**src/rtl/mdu_iter_pkg.sv**
```systemverilog
// mdu_iter_pkg: shared types and result helpers for the iterative RV64M multiply/divide unit
// Contents: u64/u6 typedefs, MDUOpType, MDUStateType, wext (W-variant extension), fixup (sign fixup + result select)
package mdu_iter_pkg;
    typedef logic [63:0] u64;
    typedef logic [5:0] u6;
    typedef enum logic [2:0] {MUL, MULH, MULHSU, MULHU, DIV, DIVU, REM, REMU} MDUOpType;
    typedef enum logic [1:0] {IDLE, BUSY, DONE} MDUStateType;

    function automatic u64 wext(logic word, u64 r);
        return word ? {{32{r[31]}}, r[31:0]} : r;
    endfunction

    // hi/lo hold the unsigned product, or remainder/quotient for divides
    function automatic u64 fixup(MDUOpType op, logic word, logic neg, u64 hi, u64 lo);
        logic [127:0] p;
        u64 x;
        p = neg ? -{hi, lo} : {hi, lo};
        x = op[1] ? hi : lo;
        return wext(word, op[2] ? (neg ? -x : x) : (op == MUL ? p[63:0] : p[127:64]));
    endfunction
endpackage

```
**src/rtl/mdu_iter_if.sv**
```systemverilog
// mdu_iter_if: request/response handshake between the EX stage and the multiply/divide unit
// Signals: flush, in_valid/in_ready, op, word, rd1, rd2, out_valid/out_ready, result, busy
// Modports: master (EX stage side), slave (mdu_iter side)
interface mdu_iter_if;
    import mdu_iter_pkg::*;
    logic flush;
    logic in_valid;
    logic in_ready;
    MDUOpType op;
    logic word;
    u64 rd1;
    u64 rd2;
    logic out_valid;
    logic out_ready;
    u64 result;
    logic busy;

    modport master(output flush, in_valid, op, word, rd1, rd2, out_ready,
                   input in_ready, out_valid, result, busy);
    modport slave(input flush, in_valid, op, word, rd1, rd2, out_ready,
                  output in_ready, out_valid, result, busy);
endinterface

```
**src/rtl/mdu_iter_step.sv**
```systemverilog
// mdu_step: one combinational shift-add (multiply) or restoring-subtract (divide) step
// Ports: is_div, m (multiplicand/divisor), hi/lo (accumulator in), hi_n/lo_n (accumulator out)
module mdu_step
    import mdu_iter_pkg::*;
(
    input  logic is_div,
    input  u64   m,
    input  u64   hi,
    input  u64   lo,
    output u64   hi_n,
    output u64   lo_n
);
    logic [64:0] sum, t, diff;

    // Multiply consumes the multiplier from lo LSB-first; divide shifts the dividend
    // out of lo MSB-first and shifts quotient bits back in.
    always_comb begin
        sum  = {1'b0, hi} + (lo[0] ? {1'b0, m} : 65'd0);
        t    = {hi, lo[63]};
        diff = t - {1'b0, m};
        hi_n = is_div ? (diff[64] ? t[63:0] : diff[63:0]) : sum[64:1];
        lo_n = is_div ? {lo[62:0], ~diff[64]} : {sum[0], lo[63:1]};
    end
endmodule

```
**src/rtl/mdu_iter.sv**
```systemverilog
// mdu_iter: iterative RV64M multiply/divide unit with valid/ready handshake and flush
// Ports: clk, reset (async active-high), bus (mdu_iter_if.slave)
// Parameter: ITER_PER_CYCLE (1, 2 or 4 steps per clock)
// Macro: MDU_EARLY_OUT_EN finishes divide-by-zero, signed overflow and zero-operand multiplies right after accept
module mdu_iter
    import mdu_iter_pkg::*;
#(
    parameter int ITER_PER_CYCLE = 1
) (
    input logic clk,
    input logic reset,
    mdu_iter_if.slave bus
);
`ifdef MDU_EARLY_OUT_EN
    localparam bit EARLY = 1'b1;
`else
    localparam bit EARLY = 1'b0;
`endif
    localparam u6 LAST = u6'(64 / ITER_PER_CYCLE - 1);
    localparam u64 MIN64 = 64'h8000_0000_0000_0000;
    localparam u64 MIN32 = 64'hFFFF_FFFF_8000_0000;

    MDUStateType state;
    MDUOpType op_q;
    logic word_q, neg_q, spec_q;
    u64 spec_val_q, m, hi, lo, hn, ln;
    u6 cnt;

    logic sgn_a, sgn_b, neg_a, neg_b, div_zero, ovf, mul_zero, special, neg;
    u64 ea, eb, ma, mb, spec_val;

    always_comb begin
        sgn_a    = bus.op inside {MULH, MULHSU, DIV, REM};
        sgn_b    = bus.op inside {MULH, DIV, REM};
        ea       = bus.word ? {{32{sgn_a & bus.rd1[31]}}, bus.rd1[31:0]} : bus.rd1;
        eb       = bus.word ? {{32{sgn_b & bus.rd2[31]}}, bus.rd2[31:0]} : bus.rd2;
        neg_a    = sgn_a & ea[63];
        neg_b    = sgn_b & eb[63];
        ma       = neg_a ? -ea : ea;
        mb       = neg_b ? -eb : eb;
        div_zero = bus.op[2] & (eb == '0);
        ovf      = bus.op[2] & sgn_b & (ea == (bus.word ? MIN32 : MIN64)) & (eb == '1);
        mul_zero = ~bus.op[2] & ((ea == '0) | (eb == '0));
        special  = div_zero | ovf | mul_zero;
        // ea is already the extended dividend, which is both MIN and the div-by-zero remainder
        spec_val = div_zero ? (bus.op[1] ? wext(bus.word, ea) : '1) : (ovf & ~bus.op[1]) ? ea : '0;
        // remainder follows the dividend sign only
        neg      = neg_a ^ (neg_b & ~(bus.op[2] & bus.op[1]));
    end

    for (genvar i = 0; i < ITER_PER_CYCLE; i++) begin : stg
        u64 h_in, l_in, h_out, l_out;
        if (i == 0) begin : g_first
            assign h_in = hi;
            assign l_in = lo;
        end else begin : g_next
            assign h_in = stg[i-1].h_out;
            assign l_in = stg[i-1].l_out;
        end
        mdu_step u_step (
            .is_div(op_q[2]),
            .m     (m),
            .hi    (h_in),
            .lo    (l_in),
            .hi_n  (h_out),
            .lo_n  (l_out)
        );
    end
    assign hn = stg[ITER_PER_CYCLE-1].h_out;
    assign ln = stg[ITER_PER_CYCLE-1].l_out;

    always_ff @(posedge clk or posedge reset) begin
        if (reset) begin
            state         <= IDLE;
            op_q          <= MUL;
            word_q        <= 1'b0;
            neg_q         <= 1'b0;
            spec_q        <= 1'b0;
            spec_val_q    <= '0;
            m             <= '0;
            hi            <= '0;
            lo            <= '0;
            cnt           <= '0;
            bus.result    <= '0;
            bus.out_valid <= 1'b0;
            bus.in_ready  <= 1'b1;
            bus.busy      <= 1'b0;
        end else if (bus.flush) begin
            state         <= IDLE;
            bus.out_valid <= 1'b0;
            bus.in_ready  <= 1'b1;
            bus.busy      <= 1'b0;
        end else begin
            case (state)
                IDLE: if (bus.in_valid) begin
                    op_q         <= bus.op;
                    word_q       <= bus.word;
                    neg_q        <= neg;
                    spec_q       <= special;
                    spec_val_q   <= spec_val;
                    m            <= bus.op[2] ? mb : ma;
                    lo           <= bus.op[2] ? ma : mb;
                    hi           <= '0;
                    cnt          <= '0;
                    bus.in_ready <= 1'b0;
                    bus.busy     <= 1'b1;
                    if (EARLY && special) begin
                        state         <= DONE;
                        bus.out_valid <= 1'b1;
                        bus.result    <= spec_val;
                    end else begin
                        state <= BUSY;
                    end
                end
                BUSY: begin
                    hi  <= hn;
                    lo  <= ln;
                    cnt <= cnt + u6'(1);
                    if (cnt == LAST) begin
                        state         <= DONE;
                        bus.out_valid <= 1'b1;
                        bus.result    <= spec_q ? spec_val_q : fixup(op_q, word_q, neg_q, hn, ln);
                    end
                end
                DONE: if (bus.out_ready) begin
                    state         <= IDLE;
                    bus.out_valid <= 1'b0;
                    bus.in_ready  <= 1'b1;
                    bus.busy      <= 1'b0;
                end
                default: state <= IDLE;
            endcase
        end
    end
endmodule

```
**src/flat_wrapper.sv**
```systemverilog
// flat-port wrapper written by rule: the top's interface ports become plain ports
module mdu_iter_flat import mdu_iter_pkg::*;
#(
    parameter int ITER_PER_CYCLE = 1
)
  (clk, reset, bus_flush, bus_in_valid, bus_op, bus_word, bus_rd1, bus_rd2, bus_out_ready, bus_in_ready, bus_out_valid, bus_result, bus_busy);
  mdu_iter_if bus_i ();
  input logic clk;
  input logic reset;
  input wire logic [$bits(bus_i.flush)-1:0] bus_flush;
  input wire logic [$bits(bus_i.in_valid)-1:0] bus_in_valid;
  input wire logic [$bits(bus_i.op)-1:0] bus_op;
  input wire logic [$bits(bus_i.word)-1:0] bus_word;
  input wire logic [$bits(bus_i.rd1)-1:0] bus_rd1;
  input wire logic [$bits(bus_i.rd2)-1:0] bus_rd2;
  input wire logic [$bits(bus_i.out_ready)-1:0] bus_out_ready;
  output wire logic [$bits(bus_i.in_ready)-1:0] bus_in_ready;
  output wire logic [$bits(bus_i.out_valid)-1:0] bus_out_valid;
  output wire logic [$bits(bus_i.result)-1:0] bus_result;
  output wire logic [$bits(bus_i.busy)-1:0] bus_busy;
  assign bus_i.flush = bus_flush;
  assign bus_i.in_valid = bus_in_valid;
  assign bus_i.op = bus_op;
  assign bus_i.word = bus_word;
  assign bus_i.rd1 = bus_rd1;
  assign bus_i.rd2 = bus_rd2;
  assign bus_i.out_ready = bus_out_ready;
  assign bus_in_ready = bus_i.in_ready;
  assign bus_out_valid = bus_i.out_valid;
  assign bus_result = bus_i.result;
  assign bus_busy = bus_i.busy;
  mdu_iter #(.ITER_PER_CYCLE(ITER_PER_CYCLE)) u_core (.clk(clk), .reset(reset), .bus(bus_i));
endmodule
```
**config.mk**
```make
export PLATFORM = sky130hd
export DESIGN_NAME = mdu_iter_flat
export DESIGN_NICKNAME = d
export VERILOG_FILES = /design/src/rtl/mdu_iter_pkg.sv /design/src/rtl/mdu_iter_if.sv /design/src/rtl/mdu_iter_step.sv /design/src/rtl/mdu_iter.sv /design/src/flat_wrapper.sv
export SDC_FILE = /design/constraint.sdc
export NUM_CORES = 2
export LEC_CHECK = 0
export ABC_AREA = 1
export CAP_MARGIN = 10
export CORE_MARGIN = 2
export CORE_UTILIZATION = 40
export DETAILED_ROUTE_END_ITERATION = 10
export PLACE_DENSITY = 0.71
export REMOVE_ABC_BUFFERS = 1
export SLEW_MARGIN = 5
export SYNTH_ARGS = -nofsm -noshare
export SYNTH_HDL_FRONTEND = slang
export SYNTH_SLANG_ARGS = --single-unit
```
**constraint.sdc**
```tcl
create_clock -name clk -period 11.2 [get_ports clk]
set_input_delay 1.68 -clock clk [delete_from_list [all_inputs] [get_ports clk]]
set_output_delay 1.68 -clock clk [all_outputs]
set_load 0.01 [all_outputs]
```
==> Word-level counts from Yosys, hierarchy flattened <==
Cells that the tools add are included.
{ "classes": {"n_addsub": 7, "mul": 0, "div": 0, "magnitude_cmp": 0, "n_eq_ne": 13, "n_shift": 0, "mux": 44, "bitwise": 21, "reduce_logical": 15} }
{ "op_table": {"columns": ["cell", "count"], "rows": [
  ["64-bit 2-to-1 mux", 22],
  ["64-bit case mux with 2 select lines", 2],
  ["64-bit negation", 3],
  ["64-bit zero test", 2],
  ["128-bit 2-to-1 mux", 1],
  ["128-bit negation", 1],
  ["64-bit by 65-bit adder with 65-bit output", 1],
  ["65-bit by 64-bit subtractor with 65-bit output", 1],
  ["64-bit equality test", 1],
  ["64-bit equality test (second input constant)", 1],
  ["63-bit 2-to-1 mux", 1],
  ["3-bit AND reduction", 6],
  ["1-bit AND", 12],
  ["6-bit case mux with 2 select lines", 1],
  ["3-bit nonzero test", 3],
  ["1-bit 2-to-1 mux", 8],
  ["2-bit 2-to-1 mux", 4],
  ["6-bit by 1-bit adder with 6-bit output (second input constant)", 1],
  ["3-bit equality test (second input constant)", 2],
  ["6-bit equality test (second input constant)", 1],
  ["6-bit 2-to-1 mux", 1],
  ["3-bit inequality test (second input constant)", 2],
  ["1-bit case mux with 2 select lines", 3],
  ["2-bit case mux with 3 select lines", 1],
  ["other kinds (13)", 19]
]} }
{ "totals": {"reg_bits": 337, "latchBits": 0, "mem_bits_rw": 0, "rom_bits": 0, "in_bits": 137, "out_inout_bits": 67, "word_cells": 114, "mem_count": 0} }

==> Depth between registers and ports, before layout <==
{ "depth": {"ltp_word": 10, "mapped_depth": 40, "ltp_nobuf": 40} }

==> Cells and area by module <==
Synthesis repeated with hierarchy kept, for this count alone.
{ "hier_totals": {"hier_cells": 8033, "area_unflattened_um2": 43548.0} }
{ "modules_own_cells": {"columns": ["module", "n_inst", "cells_each", "area_per_inst_um2", "seq_area_each_um2"], "rows": [
  ["mdu_iter", 1, 4937, 29286.8, 8434.3],
  ["mdu_step", 1, 3096, 14261.2, 0.0]
]} }

==> Worst setup path after synthesis <==
No wires, ideal clock.
{ "synth_timing": {"path_type": "input to register", "start": "input bus_rd2[0]", "end": "register u_core.lo[58]", "setup_time_ns": 0.138, "arrival_time_ns": 4.323, "required_time_ns": 11.062, "slack_ns": 6.739, "cell_stages": 23, "n_path_buf": 0, "path_cell_list": "inv_1 > ha_1 > nand2_1 > nor2_1 > nand2_1 > nor3_1 > nand2_1 > nor3_1 > nand3_1 > nor2_1 > nand2_1 > nor2_1 > nand3_1 > nor4_1 > nand2_1 > nor2_1 > nor2_1 > a21oi_1 > nand2_1 > xor2_1 > inv_1 > nand2_1 > o211ai_1"} }
{ "synth_between": {"elab_chain_len": 6} }
{ "synth_rtl": {"columns": ["element", "line_no", "rtl"], "rows": [
  ["from (decl)", "flat_wrapper.sv:15", "input wire logic [$bits(bus_i.rd2)-1:0] bus_rd2;"],
  ["64-bit 2-to-1 mux", "mdu_iter.sv:36", "eb = bus.word ? {{32{sgn_b & bus.rd2[31]}}, bus.rd2[31:0]} : bus.rd2;"],
  ["64-bit negation", "mdu_iter.sv:40", "mb = neg_b ? -eb : eb;"],
  ["64-bit 2-to-1 mux", "mdu_iter.sv:40", null],
  ["64-bit 2-to-1 mux", "mdu_iter.sv:102", "lo <= bus.op[2] ? ma : mb;"],
  ["64-bit 2-to-1 mux", "mdu_iter.sv:95", "IDLE: if (bus.in_valid) begin"],
  ["64-bit case mux with 2 select lines", "mdu_iter.sv:94", "case (state)"],
  ["to (signal assigned)", "mdu_iter.sv:102", null],
  ["to (signal assigned)", "mdu_iter.sv:117", "lo <= ln;"],
  ["to (decl)", "mdu_iter.sv:26", "u64 spec_val_q, m, hi, lo, hn, ln;"]
]} }
No other way between the ends. The select of a mux whose other input is x is not followed.
A chain may end at the register's enable or synchronous reset.

==> Worst setup path in the final report <==
{ "layout_timing": {"start": "register u_core.lo[63]", "end": "register u_core.bus.result[20]"} }
{ "layout_between": {"elab_chain_len": 9, "word_cells_on_any_way": 14, "cone_classes": "3 x add/sub; 10 x mux; 1 x bitwise"} }
{ "layout_rtl": {"columns": ["element", "line_no", "rtl"], "rows": [
  ["65-bit by 64-bit subtractor with 65-bit output", "mdu_iter_step.sv:20", "diff = t - {1'b0, m};"],
  ["64-bit 2-to-1 mux / 1-bit NOT (equally long branches)", "mdu_iter_step.sv:21, mdu_iter_step.sv:22", null],
  ["64-bit 2-to-1 mux, on equally long branches", "mdu_iter_step.sv:21, mdu_iter_step.sv:22", null],
  ["128-bit negation / 64-bit 2-to-1 mux (equally long branches)", "mdu_iter_pkg.sv:17, mdu_iter_pkg.sv:18", null],
  ["128-bit 2-to-1 mux / 64-bit negation (equally long branches)", "mdu_iter_pkg.sv:17, mdu_iter_pkg.sv:19", null],
  ["64-bit 2-to-1 mux", "mdu_iter_pkg.sv:19", "return wext(word, op[2] ? (neg ? -x : x) : (op == MUL ? p[63:0] : p[127:64]));"],
  ["64-bit 2-to-1 mux *", "mdu_iter_pkg.sv:19", null],
  ["64-bit 2-to-1 mux *", "mdu_iter_pkg.sv:10", "return word ? {{32{r[31]}}, r[31:0]} : r;"],
  ["64-bit 2-to-1 mux *", "mdu_iter.sv:122", "bus.result <= spec_q ? spec_val_q : fixup(op_q, word_q, neg_q, hn, ln);"],
  ["to (signal assigned)", "mdu_iter.sv:110", "bus.result <= spec_val;"],
  ["to (signal assigned)", "mdu_iter.sv:122", null],
  ["to (decl)", "mdu_iter_if.sv:21", "output in_ready, out_valid, result, busy);"]
]} }
Mark *: on every way between the ends. The rest lies on a longest branch, timed or not.

==> qor.txt <==
Status = finished clean
Pins Over Slew Limit = 0
Final min period = 7.62 ns
Routed vias/inst = 5.95
Slowest-stage cell, CP = nand3_2
Initial Util = 0.402
Worst Hold End = u_core.bus.result[27]$_DFFE_PP0P_
Layout cells sized above 1 = 0.0367
Detailed placer's ending HPWL = 202 mm
Crit-path max cell delay = 0.71 ns
HP Start = u_core.bus.result[27]$_DFFE_PP0P_
CTS buffer count = 47
Largest net degree at the start of global routing = 182
Final Cycle Share = 0.680
Clock Sinks = 337
Worst reg2reg endpoint = u_core.bus.result[20]$_DFFE_PP0P_
DR vias = 55200
CP Capture Type = flop
Critical path required time = 11.77 ns
Vias in the first global route = 50600
Synth Flop Type = dfrtp_1
Fmax = 0.131 GHz
Setup violators final = 0
I/O Buffers = 203
Leak Pwr = 24.9 nW
Initial antenna violation count = 12
Cells after Synth = 7782
VDD IR max = 0.000161 V
Most common cell on crit path = nand2_1
Clk buf depth = 3
Yosys top cell by area = nand2_1
Most common cell in the netlist = nand2_1
Core Area = 0.107 mm^2
R2r setup slk = 3.58 ns
Flops & latches, synth = 337
RR Startpoint = u_core.lo[63]$_DFFE_PP0P_
Post-synth top cells = nand2_1, inv_1, nor2_1
RD Place Congestion = 1.13
Slew HR = 0.0186
Post-synthesis sequential area ratio = 0.197
Actual slew at the worst max-slew pin = 1.46 ns
Top cells by area, synth = nand2_1, dfrtp_1, inv_1, nor2_1, nand3_1
Cts hold-fix bufs = 0
Post-CTS Setup Repair Bufs = 0
Skew final = 0.0537 ns
PwrDens = 275 mW/mm^2
Fraction of registers with async set/reset = 1.00
I/O pin total = 204
Placement Cell Area = 0.0460 mm^2
Die Y = 331 um
Number of synthesized flops with an enable pin = 0
Clk_lat worst skew = 0.69 ns
Worst reg-to-reg path cell count = 36
Routed WL per cell = 27.5 um
DIE AREA = 0.110 mm^2
CTS tree = done
Final antenna-violating net count = 0
Final Power = 13.1 mW
Fin Hold WS = 0.476 ns
Critical path fanouts, max = 26
Die X = 331 um
CTS root buffer = clkbuf_16
CP Data Arrival Time = 8.19 ns
Row count = 120
Final instance area = 0.0477 mm^2
Layout net count = 8102
Crit Path Category = reg2reg
Global-route wire length before repair = 358 mm
CP startpoint kind = flop
Core Util, Final = 0.448
Worst hold path type = reg2reg
H-tree depth = 2
All-Layer GR Usage = 0.453
RSZ-0062 raised after global routing = no
Pre-antenna DRT Iters = 10
Post-Syn Area = 0.0428 mm^2
Synth Warn # = 0
Fillers = 11900
Max Cap Viol = 0
Drt first-iter violations = 8370
# DRC = 0
Final Hold Fails = 0
Hold Crit Depth = 2
Mean area per synthesized cell = 5.50 um^2
Synth top area share = 0.223
Synth-to-layout area growth = 11.5%
Congestion Overflow GR = 0
Final WL = 255 mm
Netlist cell types = 61
CTS resizes = 0
CTS clk-pin slew, worst paths = 0.06 ns
[cell type report]
class	count	area [um^2]	area share
tap	1403	1760	0.0368
clock inverter	31	418	0.00876
timing repair buffer	271	2570	0.0540
inverter	1214	4570	0.0958
sequential	337	8450	0.177
antenna	4	10.0	0.000210
multi-input combinational	5958	28700	0.601
clock buffer	56	1270	0.0266
[power breakdown]
part,internal (mW),switching (mW)
Clock,0.965,0.751
Combinational,2.38,7.23
Sequential,1.47,0.344
Total,4.81,8.33
[worst max path at each step]
stage	startpoint	end	slack [ns]	cells after the start
after detailed placement	bus_rd2[0]	u_core.spec_val_q[1]$_DFFE_PP0P_	4.07	21
after CTS	u_core.lo[63]$_DFFE_PP0P_	u_core.bus.result[18]$_DFFE_PP0P_	4.10	35
final	u_core.lo[63]$_DFFE_PP0P_	u_core.bus.result[20]$_DFFE_PP0P_	3.58	36
after global routing	u_core.lo[63]$_DFFE_PP0P_	u_core.bus.result[52]$_DFFE_PP0P_	3.41	39
after global placement	bus_rd2[0]	u_core.spec_val_q[0]$_DFFE_PP0P_	3.99	21
after floorplan	u_core.op_q[2]$_DFFE_PP0P_	u_core.bus.result[58]$_DFFE_PP0P_	-0.08	26
[worst max-delay path: cells and delay by family, from the launching register on]
family	cells	cell delay, ns
AO/OA/AOI/OAI	2	0.43
XOR/XNOR	1	0.24
adder cells (fa/ha/maj)	3	1.09
buffers and inverters	4	0.61
flip-flops	1	0.35
AND/OR/NAND/NOR	26	4.77
[stage by stage]
| stage | TNS, ns | instances | worst slack [ns] |
|---|---|---|---|
| 5_1_grt | 0 | 9270 | 3.41 |
| 2_1_floorplan | -0.184 | 7509 | -0.0768 |
| 6_report | 0 | 9274 | 3.58 |
| 3_5_place_dp | 0 | 9183 | 4.07 |
| 4_1_cts | 0 | 9270 | 4.10 |
| 3_3_place_gp | 0 | 9183 | 3.99 |
[layer usage]
metal,vias up,GRT usage,share of wire
met5,-,0,0.00036
met4,14,0.273,0.076
met3,720,0.168,0.14
met2,4034,0.659,0.40
met1,25600,0.567,0.38
li1,24900,-,-
[logic make-up (layout without fill, tap and decap cells)]
logic type | count (synthesis) | in the layout | synth area share
AOI/OAI and AO/OA | 1221 | 1221 | 0.161
xor gates and xnor gates | 206 | 206 | 0.0421
adders and majority gates | 136 | 136 | 0.0401
buffers and inverters | 1487 | 1572 | 0.134
DFF | 337 | 337 | 0.197
other | 0 | 4 | 0
and+or+nand+nor | 4395 | 4395 | 0.425
[flip-flops by register name, summed over array words and instances (netlist names), 2 cells and up]
register	flops
u_core.bus.result	64
u_core.hi	64
u_core.lo	64
u_core.m	64
u_core.spec_val_q	64
u_core.cnt	6
u_core.op_q	3
u_core.state	2
[layout by cell type, fill, tap and decap left out, types with 13 or more instances in the layout]
master and instances:
o221ai_1 71, buf_4 65, inv_2 22, o21ai_1 17, nor2_1 894, a21oi_1 475
a22oi_1 53, inv_1 1182, nor2_2 22, o21ai_0 440, nand4_1 92, clkdlybuf4s50_1 202
nor4_1 36, ha_1 134, o21bai_1 26, o211ai_1 33, or2_2 24, nand2_2 20
nand3_1 600, clkbuf_16 47, dfrtp_1 331, o22ai_1 37, a2bb2oi_1 13, xnor2_1 50
nand3b_1 38, nor3_1 83, nand2_1 2543, xor2_1 156, a31oi_1 18
No activity file was read; power rests on OpenSTA's default activity.
